File: src/rtl/pc_rlut_pkg.sv
// Shared definitions for the reverse PC lookup table (pc_rlut).
// Optional feature macro: PC_RLUT_CACHE_EN (last-hit cache in pc_rlut).
package pc_rlut_pkg;
    localparam int D_DEFAULT   = 9;   // target width is D+1 bits
    localparam int NUM_ENTRIES = 32;
    localparam int IDX_W       = 5;

    typedef enum logic [1:0] {
        IDLE,
        SEARCH,
        DONE
    } state_e;
endpackage

File: src/rtl/pc_rlut_if.sv
// Write and lookup signal bundle for pc_rlut; the requester drives the
// master side, the lookup table is the slave.
interface pc_rlut_if #(parameter int D = pc_rlut_pkg::D_DEFAULT);
    import pc_rlut_pkg::*;

    logic             wr_en;
    logic [IDX_W-1:0] wr_addr;
    logic [D:0]       wr_target;
    logic             req;
    logic [D:0]       target;
    logic             busy;
    logic             done;
    logic             hit;
    logic [IDX_W-1:0] addr;

    modport master (
        output wr_en, wr_addr, wr_target, req, target,
        input  busy, done, hit, addr
    );

    modport slave (
        input  wr_en, wr_addr, wr_target, req, target,
        output busy, done, hit, addr
    );
endinterface

File: src/rtl/pc_rlut_table.sv
// Entry storage for pc_rlut: one write port, one asynchronous indexed read
// port. Only the valid bits are cleared by reset.
module pc_rlut_table
    import pc_rlut_pkg::*;
#(
    parameter int D = D_DEFAULT
) (
    input  logic             Clk,
    input  logic             Reset_n,
    input  logic             wr_en,
    input  logic [IDX_W-1:0] wr_addr,
    input  logic [D:0]       wr_target,
    input  logic [IDX_W-1:0] rd_addr,
    output logic [D:0]       rd_target,
    output logic             rd_valid
);
    logic [D:0]             mem_q [NUM_ENTRIES];
    logic [NUM_ENTRIES-1:0] valid_q;
    logic [NUM_ENTRIES-1:0] valid_d;

    // Mark the written entry valid.
    always_comb begin
        // NOTE: every always_comb output gets a default first so no latch is inferred.
        valid_d = valid_q;
        if (wr_en) valid_d[wr_addr] = 1'b1;
    end

    // Valid-bit register, cleared by reset.
    always_ff @(posedge Clk) begin
        // NOTE: sequential state is updated with non-blocking assignments only.
        if (!Reset_n) valid_q <= '0;
        else          valid_q <= valid_d;
    end

    // Target storage write port.
    always_ff @(posedge Clk) begin
        // NOTE: storage is deliberately not reset; the valid bits alone say which entries exist.
        if (wr_en) mem_q[wr_addr] <= wr_target;
    end

    assign rd_target = mem_q[rd_addr];
    assign rd_valid  = valid_q[rd_addr];
endmodule

File: src/rtl/pc_rlut.sv
// Reverse PC lookup: translates a target PC back into the lowest table index
// holding it, scanning one entry per cycle. Define PC_RLUT_CACHE_EN to add
// a last-hit cache that answers a repeated lookup in one cycle.
module pc_rlut
    import pc_rlut_pkg::*;
#(
    parameter int D = D_DEFAULT
) (
    input  logic Clk,
    input  logic Reset_n,
    pc_rlut_if.slave bus
);
    state_e           state_q, state_d;
    logic [IDX_W-1:0] scan_q, scan_d;
    logic [D:0]       tgt_q, tgt_d;
    logic             hit_q, hit_d;
    logic [IDX_W-1:0] addr_q, addr_d;

    logic             wr_commit;
    logic [D:0]       rd_target;
    logic             rd_valid;
    logic             match;
    logic             cache_hit;
    logic [IDX_W-1:0] cache_idx;

    // Writes are only accepted while idle; a busy table stays untouched.
    assign wr_commit = bus.wr_en && (state_q == IDLE);

    pc_rlut_table #(.D(D)) u_table (
        .Clk       (Clk),
        .Reset_n   (Reset_n),
        .wr_en     (wr_commit),
        .wr_addr   (bus.wr_addr),
        .wr_target (bus.wr_target),
        .rd_addr   (scan_q),
        .rd_target (rd_target),
        .rd_valid  (rd_valid)
    );

    assign match = rd_valid && (rd_target == tgt_q);

`ifdef PC_RLUT_CACHE_EN
    logic             cache_vld_q, cache_vld_d;
    logic [D:0]       cache_tgt_q, cache_tgt_d;
    logic [IDX_W-1:0] cache_idx_q, cache_idx_d;

    // A same-cycle write invalidates the cache, so it cannot answer that req.
    assign cache_hit = cache_vld_q && (cache_tgt_q == bus.target) && !wr_commit;
    assign cache_idx = cache_idx_q;

    // Load on every scan hit, drop on any committed write.
    always_comb begin
        cache_vld_d = cache_vld_q;
        cache_tgt_d = cache_tgt_q;
        cache_idx_d = cache_idx_q;
        if (wr_commit) begin
            cache_vld_d = 1'b0;
        end else if (state_q == SEARCH && match) begin
            cache_vld_d = 1'b1;
            cache_tgt_d = tgt_q;
            cache_idx_d = scan_q;
        end
    end

    // Cache registers.
    always_ff @(posedge Clk) begin
        if (!Reset_n) begin
            cache_vld_q <= 1'b0;
            cache_tgt_q <= '0;
            cache_idx_q <= '0;
        end else begin
            cache_vld_q <= cache_vld_d;
            cache_tgt_q <= cache_tgt_d;
            cache_idx_q <= cache_idx_d;
        end
    end
`else
    assign cache_hit = 1'b0;
    assign cache_idx = '0;
`endif

    // Lookup FSM: next state, scan counter and result registers.
    always_comb begin
        state_d = state_q;
        scan_d  = scan_q;
        tgt_d   = tgt_q;
        hit_d   = hit_q;
        addr_d  = addr_q;
        case (state_q)
            IDLE: begin
                if (bus.req) begin
                    tgt_d  = bus.target;
                    scan_d = '0;
                    if (cache_hit) begin
                        state_d = DONE;
                        hit_d   = 1'b1;
                        addr_d  = cache_idx;
                    end else begin
                        state_d = SEARCH;
                    end
                end
            end
            SEARCH: begin
                if (match) begin
                    state_d = DONE;
                    hit_d   = 1'b1;
                    addr_d  = scan_q;
                end else if (scan_q == IDX_W'(NUM_ENTRIES - 1)) begin
                    state_d = DONE;
                    hit_d   = 1'b0;
                    addr_d  = '0;
                end else begin
                    scan_d = scan_q + IDX_W'(1);
                end
            end
            DONE:    state_d = IDLE;
            default: state_d = IDLE;
        endcase
    end

    // FSM and result registers with synchronous reset.
    always_ff @(posedge Clk) begin
        if (!Reset_n) begin
            state_q <= IDLE;
            scan_q  <= '0;
            tgt_q   <= '0;
            hit_q   <= 1'b0;
            addr_q  <= '0;
        end else begin
            state_q <= state_d;
            scan_q  <= scan_d;
            tgt_q   <= tgt_d;
            hit_q   <= hit_d;
            addr_q  <= addr_d;
        end
    end

    assign bus.busy = (state_q != IDLE);
    assign bus.done = (state_q == DONE);
    assign bus.hit  = hit_q;
    assign bus.addr = addr_q;
endmodule

File: src/flat_wrapper.sv
// flat-port wrapper written by rule: the top's interface ports become plain ports
module pc_rlut_flat import pc_rlut_pkg::*;
#(
    parameter int D = D_DEFAULT
)
  (Clk, Reset_n, bus_wr_en, bus_wr_addr, bus_wr_target, bus_req, bus_target, bus_busy, bus_done, bus_hit, bus_addr);
  pc_rlut_if #(.D(D)) bus_i ();
  input  logic Clk;
  input  logic Reset_n;
  input wire logic [$bits(bus_i.wr_en)-1:0] bus_wr_en;
  input wire logic [$bits(bus_i.wr_addr)-1:0] bus_wr_addr;
  input wire logic [$bits(bus_i.wr_target)-1:0] bus_wr_target;
  input wire logic [$bits(bus_i.req)-1:0] bus_req;
  input wire logic [$bits(bus_i.target)-1:0] bus_target;
  output wire logic [$bits(bus_i.busy)-1:0] bus_busy;
  output wire logic [$bits(bus_i.done)-1:0] bus_done;
  output wire logic [$bits(bus_i.hit)-1:0] bus_hit;
  output wire logic [$bits(bus_i.addr)-1:0] bus_addr;
  assign bus_i.wr_en = bus_wr_en;
  assign bus_i.wr_addr = bus_wr_addr;
  assign bus_i.wr_target = bus_wr_target;
  assign bus_i.req = bus_req;
  assign bus_i.target = bus_target;
  assign bus_busy = bus_i.busy;
  assign bus_done = bus_i.done;
  assign bus_hit = bus_i.hit;
  assign bus_addr = bus_i.addr;
  pc_rlut #(.D(D)) u_core (.Clk(Clk), .Reset_n(Reset_n), .bus(bus_i));
endmodule
File: config.mk
export PLATFORM = sky130hd
export DESIGN_NAME = pc_rlut_flat
export DESIGN_NICKNAME = d
export VERILOG_FILES = /design/src/rtl/pc_rlut_pkg.sv /design/src/rtl/pc_rlut_if.sv /design/src/rtl/pc_rlut_table.sv /design/src/rtl/pc_rlut.sv /design/src/flat_wrapper.sv
export SDC_FILE = /design/constraint.sdc
export NUM_CORES = 1
export LEC_CHECK = 0
export ABC_CLOCK_PERIOD_IN_PS = 3600
export CAP_MARGIN = 20
export CORE_MARGIN = 3
export CORE_UTILIZATION = 55
export CTS_CLUSTER_DIAMETER = 60
export DETAILED_ROUTE_END_ITERATION = 12
export PLACE_DENSITY = 0.72
export SYNTH_ARGS = -nofsm -noshare
export SYNTH_HDL_FRONTEND = slang
export SYNTH_SLANG_ARGS = --single-unit
File: constraint.sdc
create_clock -name Clk -period 3.6 [get_ports Clk]
set_input_delay 0.36 -clock Clk [delete_from_list [all_inputs] [get_ports Clk]]
set_output_delay 0.36 -clock Clk [all_outputs]
set_load 0.01 [all_outputs]
==> results of run 1 <==
-- power groups by stage --
stage	clock network [mW]	registers [mW]	logic, mW
final	3.75	4.82	0.330
after global routing	3.98	4.82	0.357
after CTS	3.80	4.83	0.307
after detailed placement	0	4.92	0.306
after global placement	0	4.92	0.299
after floorplan	0	4.90	0.165
-- registers in the layout, summed over array words and instances (netlist names), named ones only --
name	flops
u_core.bus.hit	1
u_core.u_table.mem_q	320
u_core.u_table.valid_q	32
u_core.tgt_q	10
u_core.bus.addr	5
u_core.scan_q	5
u_core.state_q	2
-- per-layer routing --
metal	vias to the layer above	global-route usage [%]	part of all wire, %
met2	341	36.6	47
met5	-	0	0
met1	4271	35.7	42
li1	3741	-	-
met4	0	8.19	2.9
met3	62	4.69	8.1
-- cell usage in the layout (no fill, tap or decap), types with 4 or more instances in the layout --
cell type	Yosys	routed
edfxtp_1	320	320
nor2_1	108	108
mux2i_1	105	105
buf_4	2	58
dfxtp_1	60	57
nand2_1	42	42
clkbuf_16	0	42
clkdlybuf4s50_1	0	36
a22oi_1	35	35
mux4_2	34	34
a21oi_1	28	28
mux4_1	14	14
nor2b_1	10	10
clkinv_1	0	10
o22ai_1	9	9
clkbuf_1	18	8
nand3b_1	7	7
nand3_1	7	7
xnor2_1	7	7
and2_1	7	7
clkinv_2	0	6
or3_1	5	5
or3b_2	5	5
nand2b_1	5	5
nor4_1	6	5
a211oi_1	4	4
o21ai_0	4	4
buf_16	0	4
buf_12	0	4
-- critical path, delay by kind of cell, from the launching register on --
family | cells | cell delay [ns]
compound gates | 4 | 0.87
flops | 1 | 0.51
simple gates | 5 | 1.66
buf+inv | 1 | 0.30
-- kinds of logic after synthesis --
family	after synthesis	synth area share, %
XOR/XNOR	9	0.526
AO/OA/AOI/OAI	100	4.51
adder cells (fa/ha/maj)	2	0.167
multiplexers	154	14.6
buffers and inverters	46	1.54
flip-flops	380	72.1
AND/OR/NAND/NOR	213	6.49
-- area by class of cell --
type | count | area [um2] | share of cell area, %
clock buffer | 49 | 1060 | 6.06
clock inverter | 22 | 140 | 0.804
inverter | 2 | 7.51 | 0.0431
multi-input combinational | 478 | 3960 | 22.7
sequential | 380 | 10800 | 62.1
tap | 335 | 419 | 2.41
timing repair buffer | 104 | 1030 | 5.89
-- worst max-delay path by stage --
stage	from	cells after the start	end	slack, ns
after floorplan	flip-flop	13	u_core.state_q[0]	0.55
after global placement	flip-flop	10	u_core.bus.addr[2]	0.009
after detailed placement	flip-flop	11	u_core.bus.addr[3]	0.02
after CTS	flip-flop	11	u_core.bus.addr[3]	0.002
after global routing	flip-flop	11	u_core.bus.addr[3]	0.01
final	flip-flop	10	u_core.state_q[0]	0.15
-- what timing repair did --
item,in CTS,in global routing
setup endpoints to repair,0,16
setup buffers,0,0
resized for setup,0,2
==> results.md, run 1 <==
* Seq/Total Area, Yosys at 72.1%
* Worst hold start: bus_target[1]
* Synth top area share at 64.1%
* DR DRC count at 0
* Worst-Margin Slew at 1.12 ns
* Synth unique cells at between 40 and 50
* Root buffer cell: clkbuf_16
* Peak Freq at 290 MHz
* Worst hold path class: in2reg
* Ys async rst share at 0%
* Overall Power at 8.90 mW
* Yosys top cell by area: edfxtp_1
* Hold EP: u_core.tgt_q[1]
* Final setup violation count at 0
* Ys flop type: edfxtp_1
* Syn nets at 935
* Io pins at 37
* Crit-path cells: buf_4 -> nor2b_1 -> a22oi_1 -> and3_1 -> a31oi_1 -> and3b_1 -> o2111ai_1 -> or4_4 -> a21o_1 -> and2_1
* Final Max Tran Viols at 0
* Min Tclk post-route at 3.45 ns
* Routed WL at 34.6 mm
* Sequential share of power at 54.2%
* TritonCTS clock tree: built
* Hold depth at 3
* CP Capture Type: flip-flop
* Max_slew headroom at 24.8%
* Max Cap Viol at 0
* Crit Path Category: reg2reg
* Layout cell share with drive strength beyond 1 at around 16%
* Placed Cells at 1293
* Peak VDD IR at approximately 0.37 mV
* Status: complete, no violations
* Post-Synthesis Cell Area at 15000 um2
* Via density at between 6 and 7
* Pre-antenna DRT Iters at 5
* Hold Slack at 0.395 ns
* Grt ovf at 0
* Synth top cells by count: 320 x edfxtp_1, 108 x nor2_1, 105 x mux2i_1, 60 x dfxtp_1, 42 x nand2_1
* Crit Path Max Fanout at 15
* Final Hold Viols at 0
* Leakage at between 5 and 6 nW
* Detail Placement HPWL at 22.7 mm
* Cell area after layout at 17400 um2
* Setup TNS at 0 ns
* EDFF count, synth at 320
* Vias post-DR at between 8k and 9k
* Die footprint at 29300 um2
* Wire length per cell at between 20 and 30 um
* Slowest-stage cell, CP: or4_4
* GP Congestion at 0.902
* Sw Ratio at 20.3%
* PD cells at slightly above 500 nW/um2
* Insertion delay to the later sink of the worst-skew pair at ~0.53 ns
* Cell area after placement at 16100 um2
* CP Data Required Time at 4.02 ns
* Num CTS Buffers at 39
* Port bufs at 36
* Reg2reg end: u_core.state_q[0]
* FP Rows at 59
* Setup crit start kind: flip-flop
* Fin util at 65.9%
* Clock network fraction of design power at 42.1%
* Crit share post-route at 95.9%
* Clock slew at reported path FFs at about 0.060 ns
* Global-route wire length before repair at 51.6 mm
* CTS max path bufs at 3
* Area of the core at 26400 um2
* Worst Skew at 0.0195 ns
* Final setup margin at around 0.15 ns
* DIE WIDTH at 171 um
* Htree depth at 2
* Crit path arrival time at 3.88 ns
* Synth Instances at 904
* Die height at 171 um
* Total GRT Usage at 24.1%
* Initial antenna violation count at 0
* Largest cells by area after synthesis: edfxtp_1 64%, dfxtp_1 8.0%, mux2i_1 7.0%
* Switching Power at 1.81 mW
* Combinational fraction of design power at 3.7%
* Largest net degree at the start of global routing at 48
* DP Worst Slack at 0.0183 ns
* R2R setup slack at 0.15 ns
* Hold-fix buffers at CTS at 0
* Final ANT Viol Nets at 0
* Non-filler cells, final at 1370
* Antenna diodes at 0
* Reg2Reg Depth at 10
* Initial Util at 56.7%
* DR iter-0 viols at approximately 890
* Vias in the first global route at 8195
* Delay of the slowest critical-path stage at 0.54 ns
* Clock sinks at 380
* Mean Syn Cell Area at 16.6 um2
* Most common cell in the synthesized netlist: edfxtp_1
* Final nets at 1036
* Synthesis-to-layout area growth at 16.2%
* Filler cell count at 1808
* Internal cell power at 7.09 mW
* RSZ-0062 raised after global routing: no
* Yosys warnings at 0
* Post-synthesis sequential element count at 380
(Power assumes the default switching activity.)
==> run 2, diff against run 1 <==
--- a/config.mk
+++ b/config.mk
@@ -8,10 +8,10 @@
 export ABC_CLOCK_PERIOD_IN_PS = 3600
 export CAP_MARGIN = 20
 export CORE_MARGIN = 3
-export CORE_UTILIZATION = 55
+export CORE_UTILIZATION = 45
 export CTS_CLUSTER_DIAMETER = 60
 export DETAILED_ROUTE_END_ITERATION = 12
-export PLACE_DENSITY = 0.72
+export SKIP_LAST_GASP = 1
 export SYNTH_ARGS = -nofsm -noshare
 export SYNTH_HDL_FRONTEND = slang
 export SYNTH_SLANG_ARGS = --single-unit
==> run 2 against run 1 <==
Effect of this change:
- clock power grew 9.1%
- final cell count grew 9.1%
- combinational power grew 9.1%
- sequential share of layout area shrank 1.7 points
- clock skew shrank 0.0095 ns
- flip-flop and latch count is the same
- highest routed layer unchanged
==> results.md, run 2 (synthesized netlist as in run 1, its figures left out) <==
* Cell area after layout at 17900 um2 (was 17400 um2)
* Worst hold path class: in2reg (unchanged)
* GP Congestion at 0.859 (was 0.902)
* Insertion delay to the later sink of the worst-skew pair at 0.52 ns (was 0.53 ns)
* Crit share post-route at 95.6% (was 95.9%)
* Top Registers: u_core.u_table.mem_q x320, u_core.u_table.valid_q x32, u_core.tgt_q x10 (unchanged)
* Via density at 5.53 (was 6.14)
* Io pins at 37 (unchanged)
* Hold depth at 3 (unchanged)
* Peak VDD IR at 0.479 mV (was 0.373 mV)
* Initial antenna violation count at 1 (was 0)
* Final nets at 1051 (was 1036)
* Max Cap Viol at 0 (unchanged)
* Worst-Margin Slew at 1.07 ns (was 1.12 ns)
* Port bufs at 36 (unchanged)
* Root buffer cell: clkbuf_16 (unchanged)
* DR iter-0 viols at 723 (was 894)
* Cell area after placement at 16300 um2 (was 16100 um2)
* Leakage at 5.74 nW (was 5.57 nW)
* Setup TNS at 0 ns (unchanged)
* Final Max Tran Viols at 0 (unchanged)
* Filler cell count at 2668 (was 1808)
* DIE WIDTH at 189 um (was 171 um)
* Worst Skew at 0.0100 ns (was 0.0195 ns)
* CP Capture Type: flip-flop (unchanged)
* Clock slew at reported path FFs at 0.06 ns (about the same)
* Vias post-DR at 8273 (was 8415)
* Hold Slack at 0.383 ns (was 0.395 ns)
* Crit Path Max Fanout at 8 (was 15)
* Detail Placement HPWL at 22.4 mm (was 22.7 mm)
* Hold EP: u_core.tgt_q[7] (was u_core.tgt_q[1])
* CP Data Required Time at 4.02 ns (about the same)
* TritonCTS clock tree: built (unchanged)
* R2R setup slack at 0.16 ns (was 0.15 ns)
* Total GRT Usage at 19.8% (was 24.1%)
* Status: complete, no violations (unchanged)
* Die height at 189 um (was 171 um)
* Final Hold Viols at 0 (unchanged)
* Reg area at 10800 um2 (unchanged)
* Min Tclk post-route at 3.44 ns (was 3.45 ns)
* Routed WL at 35.4 mm (was 34.6 mm)
* Overall Power at 9.27 mW (was 8.90 mW)
* Peak Freq at 291 MHz (was 290 MHz)
* Setup crit start kind: flip-flop (unchanged)
* Commonest non-fill, non-tap cell in the layout: edfxtp_1 (unchanged)
* Final setup violation count at 0 (unchanged)
* FP Rows at 66 (was 59)
* Htree depth at 2 (unchanged)
* Area of the core at 32700 um2 (was 26400 um2)
* Grt ovf at 0 (unchanged)
* Wire length per cell at 23.7 um (was 25.3 um)
* Crit path arrival time at 3.86 ns (was 3.88 ns)
* Global-route wire length before repair at 52.6 mm (was 51.6 mm)
* Fin util at 54.8% (was 65.9%)
* Multi-input logic area at 3970 um2 (was 3960 um2)
* DR DRC count at 0 (unchanged)
* RSZ-0062 raised after global routing: no (unchanged)
* Crit Path Category: reg2reg (unchanged)
* Synthesis-to-layout area growth at 19.5% (was 16.2%)
* Clock sinks at 380 (unchanged)
* CTS max path bufs at 3 (unchanged)
* Largest net degree at the start of global routing at 40 (was 48)
* Num CTS Buffers at 41 (was 39)
* Layout cell share with drive strength beyond 1 at 18.3% (was 16.4%)
* Final ANT Viol Nets at 0 (unchanged)
* PD cells at 517 nW/um2 (was 511 nW/um2)
* Most frequent cells in the layout: 320 x edfxtp_1, 108 x nor2_1, 105 x mux2i_1 (unchanged)
* Max_slew headroom at 28.7% (was 24.8%)
* Max reg flops at 320 (unchanged)
* Pre-antenna DRT Iters at 5 (unchanged)
* Most flop-heavy register: u_core.u_table.mem_q (unchanged)
* Initial Util at 45.8% (was 56.7%)
* Worst hold start: bus_target[7] (was bus_target[1])
* Hold-fix buffers at CTS at 0 (unchanged)
* Reg2Reg Depth at 13 (was 10)
* Die footprint at 35500 um2 (was 29300 um2)
* Vias in the first global route at 8136 (was 8195)
## run 2: cell count changes in the layout (fill, tap and decap cells not counted), sizes merged
cell and change:
inv +1, clkinv -1, clkbuf +3, buf +12, bufinv +2, diode +1
## run 2: how the worst max path moves through the flow
stage	startpoint	to	slack, ns
6_report	flip-flop	flip-flop	0.16
5_1_grt	flip-flop	flip-flop	0.005
4_1_cts	flip-flop	flip-flop	0.05
3_5_place_dp	flip-flop	flip-flop	-0.01
3_3_place_gp	flip-flop	flip-flop	-0.02
2_1_floorplan	flip-flop	u_core.state_q[0]	0.55
## run 2: power breakdown
part,switching [mW],leakage (nW),internal [mW]
Sequential,0.0172,3.37,4.80
Clock,1.66,0.652,2.43
Combinational,0.210,1.72,0.150
## run 2: cell type report
type,instances,share of cell area [%]
Clock buffer,51,6.28
Clock inverter,24,1.08
Timing Repair Buffer,117,6.97
Multi-Input combinational cell,478,22.1
Tap cell,442,3.09
Inverter,2,0.0419
Sequential cell,380,60.4
Antenna cell,1,0.0140
## run 2: stage by stage
stage,std cells,setup WS (ns)
after floorplan,904,0.552
after global placement,1401,-0.0210
after detailed placement,1401,-0.0118
after CTS,1476,0.0532
after global routing,1495,0.00478
final,1495,0.158
## run 2: timing repair
action / in CTS / in global routing
setup endpoints to repair: 1 / 8
resized for setup: 1 / 3
pin swaps: 0 / 2
gates cloned: 0 / 1
setup buffers: 0 / 10
## run 2: metal layers
| layer | global-route usage, % | vias up | routed length [um] |
|---|---|---|---|
| met3 | 2.81 | 41 | 1640 |
| met2 | 30.9 | 229 | 16600 |
| met4 | 4.73 | 0 | 556 |
| li1 | - | 3778 | - |
| met5 | 0 | - | 0 |
| met1 | 29.8 | 4225 | 16700 |
## run 2: critical path, stage by stage, from the launching register on
cell and delay [ns]:
dfxtp_4 0.37, buf_4 0.17, nor2_1 0.58, buf_4 0.26, a22oi_1 0.08, a32oi_1 0.21, buf_4 0.15, o21ai_0 0.14
xnor2_1 0.25, nand2_1 0.10, nor4_2 0.24, buf_4 0.19, mux2_2 0.34, a21oi_1 0.23
==> run 3, diff against run 2 <==
--- a/config.mk
+++ b/config.mk
@@ -5,6 +5,7 @@
 export SDC_FILE = /design/constraint.sdc
 export NUM_CORES = 1
 export LEC_CHECK = 0
+export ABC_AREA = 1
 export ABC_CLOCK_PERIOD_IN_PS = 3600
 export CAP_MARGIN = 20
 export CORE_MARGIN = 3
==> run 3 against run 2 <==
Effect of this change:
- final cell count increased by 35%
- clock power decreased by 4%
- register-to-register slack improved by 0.56 ns
- clock skew rose by 0.0049 ns
- via count is 32% higher
- fmax rose by 19%
- sequential power rose by 0.8%
- largest cell class unchanged
- largest power group unchanged
- highest routed layer unchanged
==> results.md, run 3 <==
* Internal cell power at 7.41 mW (was 7.38 mW)
* Crit Path Max Fanout at 61 (was 8)
* Die height at 192 um (was 189 um)
* Num CTS Buffers at 41 (unchanged)
* Top Registers: u_core.u_table.mem_q x320, u_core.u_table.valid_q x32, u_core.tgt_q x10 (unchanged)
* Fin util at 52.8% (was 54.8%)
* Area of the core at 33900 um2 (was 32700 um2)
* Worst Skew at 0.0149 ns (was 0.0100 ns)
* CP most frequent cell: nand2_1 (was buf_4)
* Yosys warnings at 0 (unchanged)
* Most common cell in the synthesized netlist: nand2_1 (was edfxtp_1)
* Grt ovf at 0 (unchanged)
* RSZ-0062 raised after global routing: no (unchanged)
* Final Max Tran Viols at 0 (unchanged)
* Global-route wire length before repair at 61.2 mm (was 52.6 mm)
* Ys flop type: edfxtp_1 (unchanged)
* Final Hold Viols at 0 (unchanged)
* Max reg flops at 320 (unchanged)
* Leakage at 6.65 nW (was 5.74 nW)
* Switching Power at 2.38 mW (was 1.88 mW)
* Setup Fix Bufs, Post-CTS at 0 (unchanged)
* Post-synthesis sequential element count at 380 (unchanged)
* DR iter-0 viols at 935 (was 723)
* Ys async rst share at 0% (unchanged)
* Most flop-heavy register: u_core.u_table.mem_q (unchanged)
* Commonest non-fill, non-tap cell in the layout: nand2_1 (was edfxtp_1)
* Filler cell count at 2962 (was 2668)
* Crit path arrival time at 3.28 ns (was 3.86 ns)
* Placed Cells at 1948 (was 1401)
* Most frequent cells in the layout: 475 x nand2_1, 320 x edfxtp_1, 279 x nand3_1 (was 320 x edfxtp_1, 108 x nor2_1, 105 x mux2i_1)
* Reg area at 10800 um2 (about the same)
* Initial antenna violation count at 0 (was 1)
* GP Congestion at 0.885 (was 0.859)
* Total GRT Usage at 21.9% (was 19.8%)
* TritonCTS clock tree: built (unchanged)
* Hold-fix buffers at CTS at 0 (unchanged)
* Die footprint at 36900 um2 (was 35500 um2)
* PD cells at 547 nW/um2 (was 517 nW/um2)
* Wire length per cell at 19.9 um (was 23.7 um)
* Largest cells by area after synthesis: edfxtp_1 62%, nand2_1 11%, nand3_1 9.0% (was edfxtp_1 64%, dfxtp_1 8.0%, mux2i_1 7.0%)
* Peak Freq at 347 MHz (was 291 MHz)
* EDFF count, synth at 320 (unchanged)
* Status: complete, no violations (unchanged)
* Post-CTS Resized at 0 (was 1)
* Crit-path cells: inv_4 -> buf_12 -> nand2_1 -> nand3_1 -> nand3_1 -> nand2_1 -> nand2_1 -> nand3_1 -> nand3b_1 -> nand2_1 -> nor2_1 -> nand2_1 -> nor2_2 -> nand2_2 -> nand3_4 -> a21boi_0 -> nor2_1 (was buf_4 -> nor2_1 -> buf_4 -> a22oi_1 -> a32oi_1 -> buf_4 -> o21ai_0 -> xnor2_1 -> nand2_1 -> nor4_2 -> buf_4 -> mux2_2 -> a21oi_1)
* Vias post-DR at 10.9k (was 8273)
* Multi-input logic area at 4160 um2 (was 3970 um2)
* Worst-Margin Slew at 0.853 ns (was 1.07 ns)
* Antenna diodes at 0 (was 1)
* Routed WL at 40.4 mm (was 35.4 mm)
* Final ANT Viol Nets at 0 (unchanged)
* Insertion delay to the later sink of the worst-skew pair at 0.53 ns (was 0.52 ns)
* Vias in the first global route at 10.5k (was 8136)
* Root buffer cell: clkbuf_16 (unchanged)
* Setup TNS at 0 ns (unchanged)
* Port bufs at 36 (unchanged)
* Layout cell share with drive strength beyond 1 at 8.06% (was 18.3%)
* Pre-antenna DRT Iters at 6 (was 5)
* Max Cap Viol at 0 (unchanged)
* Worst hold path class: in2reg (unchanged)
* Mean Syn Cell Area at 10.5 um2 (was 16.6 um2)
* FP Rows at 67 (was 66)
* Clock sinks at 380 (unchanged)
* Largest net degree at the start of global routing at 93 (was 40)
* CP Capture Type: flip-flop (unchanged)
* CP Data Required Time at 4.00 ns (was 4.02 ns)
* Sw Ratio at 24.3% (was 20.3%)
* Final nets at 1574 (was 1051)
* Delay of the slowest critical-path stage at 0.41 ns (was 0.58 ns)
* Clock network fraction of design power at 40.3% (was 44.1%)
* Synth Instances at 1479 (was 904)
* Synthesis-to-layout area growth at 14.8% (was 19.5%)
* Io pins at 37 (unchanged)
* DR DRC count at 0 (unchanged)
* CTS max path bufs at 3 (unchanged)
* Synth unique cells at 29 (was 48)
* Sequential share of power at 49.6% (was 52.0%)
* Crit Path Category: reg2reg (unchanged)
* Hold Slack at 0.428 ns (was 0.383 ns)
* Seq/Total Area, Yosys at 69.4% (was 72.1%)
* Combinational fraction of design power at 10.1% (was 3.9%)
* Max_slew headroom at 43.0% (was 28.7%)
* Setup crit start kind: flip-flop (unchanged)
* Min Tclk post-route at 2.88 ns (was 3.44 ns)
* Syn nets at 1510 (was 935)
* Detail Placement HPWL at 23.8 mm (was 22.4 mm)
* Initial Util at 46.0% (was 45.8%)
* Post-Synthesis Cell Area at 15600 um2 (was 15000 um2)
* Peak VDD IR at 0.407 mV (was 0.479 mV)
* Synth top cells by count: 475 x nand2_1, 320 x edfxtp_1, 279 x nand3_1, 155 x nor2_1, 60 x dfxtp_1 (was 320 x edfxtp_1, 108 x nor2_1, 105 x mux2i_1, 60 x dfxtp_1, 42 x nand2_1)
* Clock slew at reported path FFs at 0.06 ns (about the same)
* DIE WIDTH at 192 um (was 189 um)
* Synth top area share at 61.7% (was 64.1%)
* Via density at 5.38 (was 5.53)
* Overall Power at 9.78 mW (was 9.27 mW)
* Htree depth at 2 (unchanged)
* Final setup violation count at 0 (unchanged)
* Slowest-stage cell, CP: dfxtp_4 (was nor2_1)
* Crit share post-route at 80.0% (was 95.6%)
* Non-filler cells, final at 2024 (was 1495)
* Yosys top cell by area: edfxtp_1 (unchanged)
[run 3: cell count changes after synthesis, moves of 9 or more]
cell / before / now
a21oi_1: 28 / 11
a22oi_1: 35 / 0
buf_2: 17 / 36
inv_1: 2 / 42
mux2i_1: 105 / 0
mux4_1: 14 / 0
mux4_2: 34 / 0
nand2_1: 42 / 475
nand3_1: 7 / 279
nor2_1: 108 / 155
nor2b_1: 10 / 0
nor3_1: 3 / 12
o21ai_0: 4 / 23
o22ai_1: 9 / 0
[run 3: cell families (layout without fill, tap and decap cells)]
| kind of cell | Yosys count | after routing | share of synthesized area (%) |
|---|---|---|---|
| xor+xnor | 2 | 2 | 0.112 |
| buf+inv | 124 | 221 | 3.93 |
| simple gates | 934 | 934 | 25.2 |
| flops | 380 | 380 | 69.4 |
| compound gates | 37 | 37 | 1.22 |
| fa+ha+maj | 2 | 2 | 0.161 |
[run 3: area by class of cell]
cell class	count	share of cell area [%]
flip-flops and latches	380	60.5
clock buffers	57	6.42
well taps	448	3.13
clock inverters	19	0.644
inverters	47	1.00
repair buffers	98	5.04
multi-input cells	975	23.3
[run 3: layer usage]
metal	wire (um)	global-route usage (%)	up-vias
li1	-	-	5166
met3	2610	3.36	81
met1	17700	31.2	5284
met4	1160	7.00	0
met5	0	0	-
met2	18900	34.9	367
[run 3: metrics by stage]
stage	cell area, um2	setup slack (ns)
floorplan	15600	1.58
global placement	16600	0.771
detailed placement	16600	0.776
CTS	17900	0.750
global route	17900	0.414
finish	17900	0.719
[run 3: worst max-delay path: cells and delay by family (launching register included)]
family / cells / cell delay, ns
buf+inv: 2 / 0.65
compound gates: 1 / 0.28
simple gates: 14 / 1.36
flops: 1 / 0.41
[run 3: path summary, 6_finish.rpt]
kind | startpoint | end | slack (ns) | cells after the start
max | flip-flop | flip-flop | 0.72 | 17
min | bus_target[7] | u_core.tgt_q[7] | 0.43 | 3
max reg2reg | flip-flop | flip-flop | 0.72 | 17
min reg2reg | u_core.u_table.valid_q[17] | u_core.u_table.valid_q[17] | 0.46 | 2
[run 3: power by group through the flow]
stage	combinational (mW)	sequential, mW	clock (mW)
after CTS	0.984	4.85	4.01
after global routing	1.09	4.86	4.19
after detailed placement	0.980	4.95	0
final	0.985	4.86	3.94
after floorplan	0.641	4.92	0
after global placement	0.973	4.95	0
